**config.mk**
```make
export PLATFORM = sky130hd
export DESIGN_NAME = seg7_scan_ctrl
export DESIGN_NICKNAME = d
export VERILOG_FILES = /design/src/rtl/seg7_scan_ctrl_pkg.sv /design/src/rtl/seg7_scan_ctrl_seg_hex_decoder.sv /design/src/rtl/seg7_scan_ctrl.sv
export SDC_FILE = /design/constraint.sdc
export NUM_CORES = 1
export LEC_CHECK = 0
export ABC_AREA = 1
export CORE_MARGIN = 2
export CORE_UTILIZATION = 25
export DETAILED_ROUTE_END_ITERATION = 8
export PLACE_DENSITY = 0.48
export SYNTH_ARGS = -nofsm -noshare
export SYNTH_HDL_FRONTEND = slang
export SYNTH_SLANG_ARGS = --single-unit
export TNS_END_PERCENT = 100
```
**constraint.sdc**
```tcl
create_clock -name clk -period 5.1 [get_ports clk]
set_clock_uncertainty 0.2 [all_clocks]
set_input_delay 1.02 -clock clk [delete_from_list [all_inputs] [get_ports clk]]
set_output_delay 1.02 -clock clk [all_outputs]
set_load 0.02 [all_outputs]
```
**src/rtl/seg7_scan_ctrl_pkg.sv**
```systemverilog
// rtl/seg7_scan_ctrl_pkg.sv - shared constants and font table for the 7-segment scan controller
package seg7_scan_ctrl_pkg;

  localparam int         SEG7_NUM_DIGITS = 8;
  localparam logic [7:0] SEG7_AN_OFF     = 8'hFF;
  localparam logic [6:0] SEG7_SEG_BLANK  = 7'h7F;

  // Active-low {g,f,e,d,c,b,a}
  localparam logic [6:0] FONT_0 = 7'b1000000;
  localparam logic [6:0] FONT_1 = 7'b1111001;
  localparam logic [6:0] FONT_2 = 7'b0100100;
  localparam logic [6:0] FONT_3 = 7'b0110000;
  localparam logic [6:0] FONT_4 = 7'b0011001;
  localparam logic [6:0] FONT_5 = 7'b0010010;
  localparam logic [6:0] FONT_6 = 7'b0000010;
  localparam logic [6:0] FONT_7 = 7'b1111000;
  localparam logic [6:0] FONT_8 = 7'b0000000;
  localparam logic [6:0] FONT_9 = 7'b0010000;
  localparam logic [6:0] FONT_A = 7'b0001000;
  localparam logic [6:0] FONT_B = 7'b0000011;
  localparam logic [6:0] FONT_C = 7'b1000110;
  localparam logic [6:0] FONT_D = 7'b0100001;
  localparam logic [6:0] FONT_E = 7'b0000110;
  localparam logic [6:0] FONT_F = 7'b0001110;

  typedef enum logic {
    PH_BLANK = 1'b0,
    PH_DRIVE = 1'b1
  } phase_e;

endpackage

```
**src/rtl/seg7_scan_ctrl_seg_hex_decoder.sv**
```systemverilog
// rtl/seg7_scan_ctrl_seg_hex_decoder.sv - combinational hex nibble to active-low 7-segment font
module seg_hex_decoder
  import seg7_scan_ctrl_pkg::*;
(
  input  logic [3:0] nibble,
  output logic [6:0] font
);

  always_comb begin
    font = SEG7_SEG_BLANK;
    case (nibble)
      4'h0: font = FONT_0;
      4'h1: font = FONT_1;
      4'h2: font = FONT_2;
      4'h3: font = FONT_3;
      4'h4: font = FONT_4;
      4'h5: font = FONT_5;
      4'h6: font = FONT_6;
      4'h7: font = FONT_7;
      4'h8: font = FONT_8;
      4'h9: font = FONT_9;
      4'hA: font = FONT_A;
      4'hB: font = FONT_B;
      4'hC: font = FONT_C;
      4'hD: font = FONT_D;
      4'hE: font = FONT_E;
      4'hF: font = FONT_F;
      default: font = SEG7_SEG_BLANK;
    endcase
  end

endmodule

```
**src/rtl/seg7_scan_ctrl.sv**
```systemverilog
// rtl/seg7_scan_ctrl.sv - 8-digit multiplexed 7-segment scanner with blanking and frame-aligned load
module seg7_scan_ctrl
  import seg7_scan_ctrl_pkg::*;
#(
  parameter int DIV_MAX      = 99999,
  parameter int BLANK_CYCLES = 1000
) (
  input  logic                       clk,
  input  logic                       rst_n,
  input  logic                       load_valid,
  output logic                       load_ready,
  input  logic [31:0]                data_in,
  input  logic [7:0]                 dp_in,
  input  logic [7:0]                 en_in,
  output logic [SEG7_NUM_DIGITS-1:0] an,
  output logic [6:0]                 seg,
  output logic                       dp,
  output logic                       frame_tick
);

  localparam int               CNT_W    = $clog2(DIV_MAX + 1);
  localparam logic [CNT_W-1:0] CNT_LAST = CNT_W'(DIV_MAX);

  logic [CNT_W-1:0] cnt;
  logic [2:0]       idx;
  phase_e           phase;
  logic             slot_end;
  logic             boundary;
  logic             accept;

  logic             pend_full;
  logic [31:0]      pend_data, act_data;
  logic [7:0]       pend_dp, act_dp;
  logic [7:0]       pend_en, act_en;
  logic [6:0]       font;

  always_comb begin
    slot_end = (cnt == CNT_LAST);
    boundary = slot_end && (idx == 3'd7);
    accept   = load_valid && !pend_full;
    // Signed compare keeps BLANK_CYCLES=0 meaning "no blank phase" without a constant-compare.
    phase    = (int'(cnt) < BLANK_CYCLES) ? PH_BLANK : PH_DRIVE;
  end

  assign load_ready = !pend_full;

  always_ff @(posedge clk or negedge rst_n) begin
    if (!rst_n) begin
      cnt <= '0;
      idx <= 3'd0;
    end else if (slot_end) begin
      cnt <= '0;
      idx <= idx + 3'd1;
    end else begin
      cnt <= cnt + CNT_W'(1);
    end
  end

  // Pending can only be filled while empty, so a boundary transfer and an accept never coincide.
  always_ff @(posedge clk or negedge rst_n) begin
    if (!rst_n) begin
      pend_full <= 1'b0;
      pend_data <= '0;
      pend_dp   <= '0;
      pend_en   <= '0;
      act_data  <= '0;
      act_dp    <= '0;
      act_en    <= '0;
    end else if (boundary && pend_full) begin
      act_data  <= pend_data;
      act_dp    <= pend_dp;
      act_en    <= pend_en;
      pend_full <= 1'b0;
    end else if (accept) begin
      pend_data <= data_in;
      pend_dp   <= dp_in;
      pend_en   <= en_in;
      pend_full <= 1'b1;
    end
  end

  seg_hex_decoder u_dec (
    .nibble(act_data[{idx, 2'b00} +: 4]),
    .font  (font)
  );

  always_ff @(posedge clk or negedge rst_n) begin
    if (!rst_n) begin
      an         <= SEG7_AN_OFF;
      seg        <= SEG7_SEG_BLANK;
      dp         <= 1'b1;
      frame_tick <= 1'b0;
    end else begin
      frame_tick <= boundary;
      if (phase == PH_DRIVE) begin
        an  <= act_en[idx] ? ~(8'b1 << idx) : SEG7_AN_OFF;
        seg <= font;
        dp  <= ~act_dp[idx];
      end else begin
        an  <= SEG7_AN_OFF;
        seg <= SEG7_SEG_BLANK;
        dp  <= 1'b1;
      end
    end
  end

endmodule

```
==> impl_metrics.ini <==
[status]
status = finished, final reports clean

[yosys]
ys_seq_area_frac = 0.562
yosys_warnings = 0
synth_top_cell_area_share = 0.492
ys_ff_latch = 134
synth_top_cell_by_area = dfrtp_1
synthTopCellsByCount = nand2_1, dfrtp_1, inv_1
synth-main-ff-cell = dfrtp_1
avgSynthCellArea_um2 = 8.52
async_flop_share = 1.00
syn_nets = 769
synth_most_common_cell = nand2_1
ys_types = 32
syn_inst = 705
synth_area_leaders = dfrtp_1, nand2_1, dfstp_2
synth_edf_count = 0
netlist_area_um2 = 6010

[critical_path]
path_class = flop to flop
cp-start-kind = flop
cp_num_buf_inv = 1
crit_start = cnt[0]
required_ns = 5.19
r2r_start = cnt[0]
critPathSlowestCell = nand3_2
reg2regPathDepth = 9
cpPeakStageDelay_ns = 0.92
worstPathCellList = ha_1, nand2_1, nor2_4, nand3_1, nor3_2, nand3_2, buf_4, nand2_1, o21ai_1
critPathCaptureType = flop
cp_num_cells = 9
cp_top_family = simple AND/OR/NAND/NOR gates
path_max_fanout = 53
arrival_ns = 3.53
cpMostUsedCell = nand2_1

[global_routing]
grt_pass1_wl_um = 24000
grt_use_total = 0.118
grt-ovfl-total = 0
grt_pass1_vias = 4613
antenna_found_initial = 0
grt_max_degree = 106

[min_path]
hold_path_depth = 1
hold_class = flop to flop
hp-start = cnt[0]

[clock_tree]
cts.hold.buffers_added = 0
cts_buffer_depth = 2
clkTransAtPathRegs_ns = 0.06
htreeDepth = 4
cts_setup_buffers = 0
root_buffer = clkbuf_16
clk_latency_ns = 0.42
cts_tree = done
cts-resized-gates = 0
cts.sinks = 134
cts_buffers = 17

[power_and_ir_drop]
powerDensity_nw_per_um2 = 349
p_total_mw = 2.68
peakVddDrop_uv = 206
power_leakage_nw = 3.64

[die]
die_y_um = 159
die_x_um = 159
initial_utilization = 0.255
rows = 56
coreArea_um2 = 23500
io-pin-count = 69
die_area_um2 = 25300

[final_layout]
final_nets = 830
drive_gt1_frac = 0.0746
diodes = 0
syn_to_final_growth_pct = 27.7

[placement]
gp_congestion = 0.839
dp_hpwl_um = 9410
portBuffers = 68

[sta]
slew_violations = 0
worst_slew_pin_slew_ns = 0.977
max_slew_margin = 0.348
setup_viol = 0
setup-tns-final_ns = 0
hold_viol = 0
fmax_mhz = 290
rsz0062_at_grt = false
min_period_ns = 3.45
fin_crit_sh = 0.676

[detailed_routing]
first_iter_violations = 272
routed_wl_um = 13900
drc_errors = 0
via_per_inst = 4.15
wl_per_cell_um = 12.7
vias = 4552
drtPass1Iterations = 5
antenna_left = 0

[job]
maxCapViolCount = 0
## metal layers
layer,routed length (µm),GRT usage,vias to the layer above
li1,-,-,2351
met1,6980,0.164,2106
met2,6200,0.178,82
met3,515,0.0287,13
met4,183,0.0488,0
met5,0,0,-
## layout make-up
cell class / instances / area [µm²]
fill: 2512 / 15900
sequential: 134 / 3370
multi-input combinational: 430 / 2070
timing repair buffer: 73 / 719
clock buffer: 19 / 443
inverter: 110 / 413
tap: 319 / 399
clock inverter: 12 / 250
## cells by family (layout without fill, tap and decap cells)
group / after synthesis / in the layout / share of synthesized area
XOR/XNOR: 6 / 6 / 0.00875
AND/OR/NAND/NOR: 289 / 289 / 0.203
flip-flops: 134 / 134 / 0.562
AO/OA/AOI/OAI: 122 / 122 / 0.104
buffers and inverters: 141 / 214 / 0.0948
adder cells (fa/ha/maj): 13 / 13 / 0.0271
## stage by stage
step                      cells   util  worst slack [ns]  area, µm²  hold slack (ns)
after floorplan             705      -              2.97       6010            0.233
after global placement     1066  0.296              1.65       6980            0.245
after detailed placement   1066  0.296              1.64       6980            0.249
after CTS                  1097  0.326              1.60       7670            0.256
after global routing       1097  0.326              1.17       7670            0.274
final                      1097  0.326              1.65       7670            0.263
## power by group
group | internal (mW) | switching [mW]
sequential | 1.11 | 0.0105
combinational | 0.0534 | 0.0652
clock | 0.977 | 0.464
total | 2.14 | 0.540
## worst reg2reg max path: cells and delay by family, from the launching register on
kind | cells | cell delay, ns
buf+inv | 1 | 0.57
fa+ha+maj | 1 | 0.21
compound gates | 1 | 0.07
simple gates | 6 | 1.90
flops | 1 | 0.37
## path summary, 6_finish.rpt
path                                       to  slack (ns)
worst max-delay path             act_data[19]        1.65
worst min-delay path                   cnt[0]        0.26
worst max register to register   act_data[19]        1.65
worst min register to register         cnt[0]        0.26
max in group asynchronous              seg[1]        3.21
min in group asynchronous       pend_data[27]        0.52
## layout by cell type, fill, tap and decap left out, types with 2 or more instances in the layout
| cell | Yosys | layout |
|---|---|---|
| nand3_1 | 61 | 61 |
| xor2_1 | 6 | 6 |
| o221ai_1 | 2 | 2 |
| and3_1 | 2 | 2 |
| nor3_1 | 6 | 6 |
| o21ai_1 | 36 | 36 |
| nor4_1 | 3 | 3 |
| clkdlybuf4s50_1 | 0 | 67 |
| a21oi_1 | 53 | 53 |
| ha_1 | 13 | 13 |
| buf_4 | 1 | 5 |
| clkbuf_16 | 0 | 17 |
| inv_1 | 108 | 108 |
| clkinvlp_4 | 0 | 3 |
| nand2_1 | 130 | 129 |
| dfrtp_1 | 118 | 118 |
| clkinv_4 | 0 | 2 |
| nor2_1 | 76 | 76 |
| o21ai_0 | 27 | 27 |
| nand4_1 | 6 | 6 |
| bufinv_16 | 0 | 7 |
| dfstp_2 | 16 | 16 |
## registers in the layout (all words and copies together), names as in the netlist
name,count
pend_full,1
an,8
pend_data,32
act_dp,8
pend_en,8
act_en,8
idx,3
pend_dp,8
seg,7
frame_tick,1
dp,1
cnt,17
act_data,32
No activity file was read; power rests on OpenSTA's default activity.
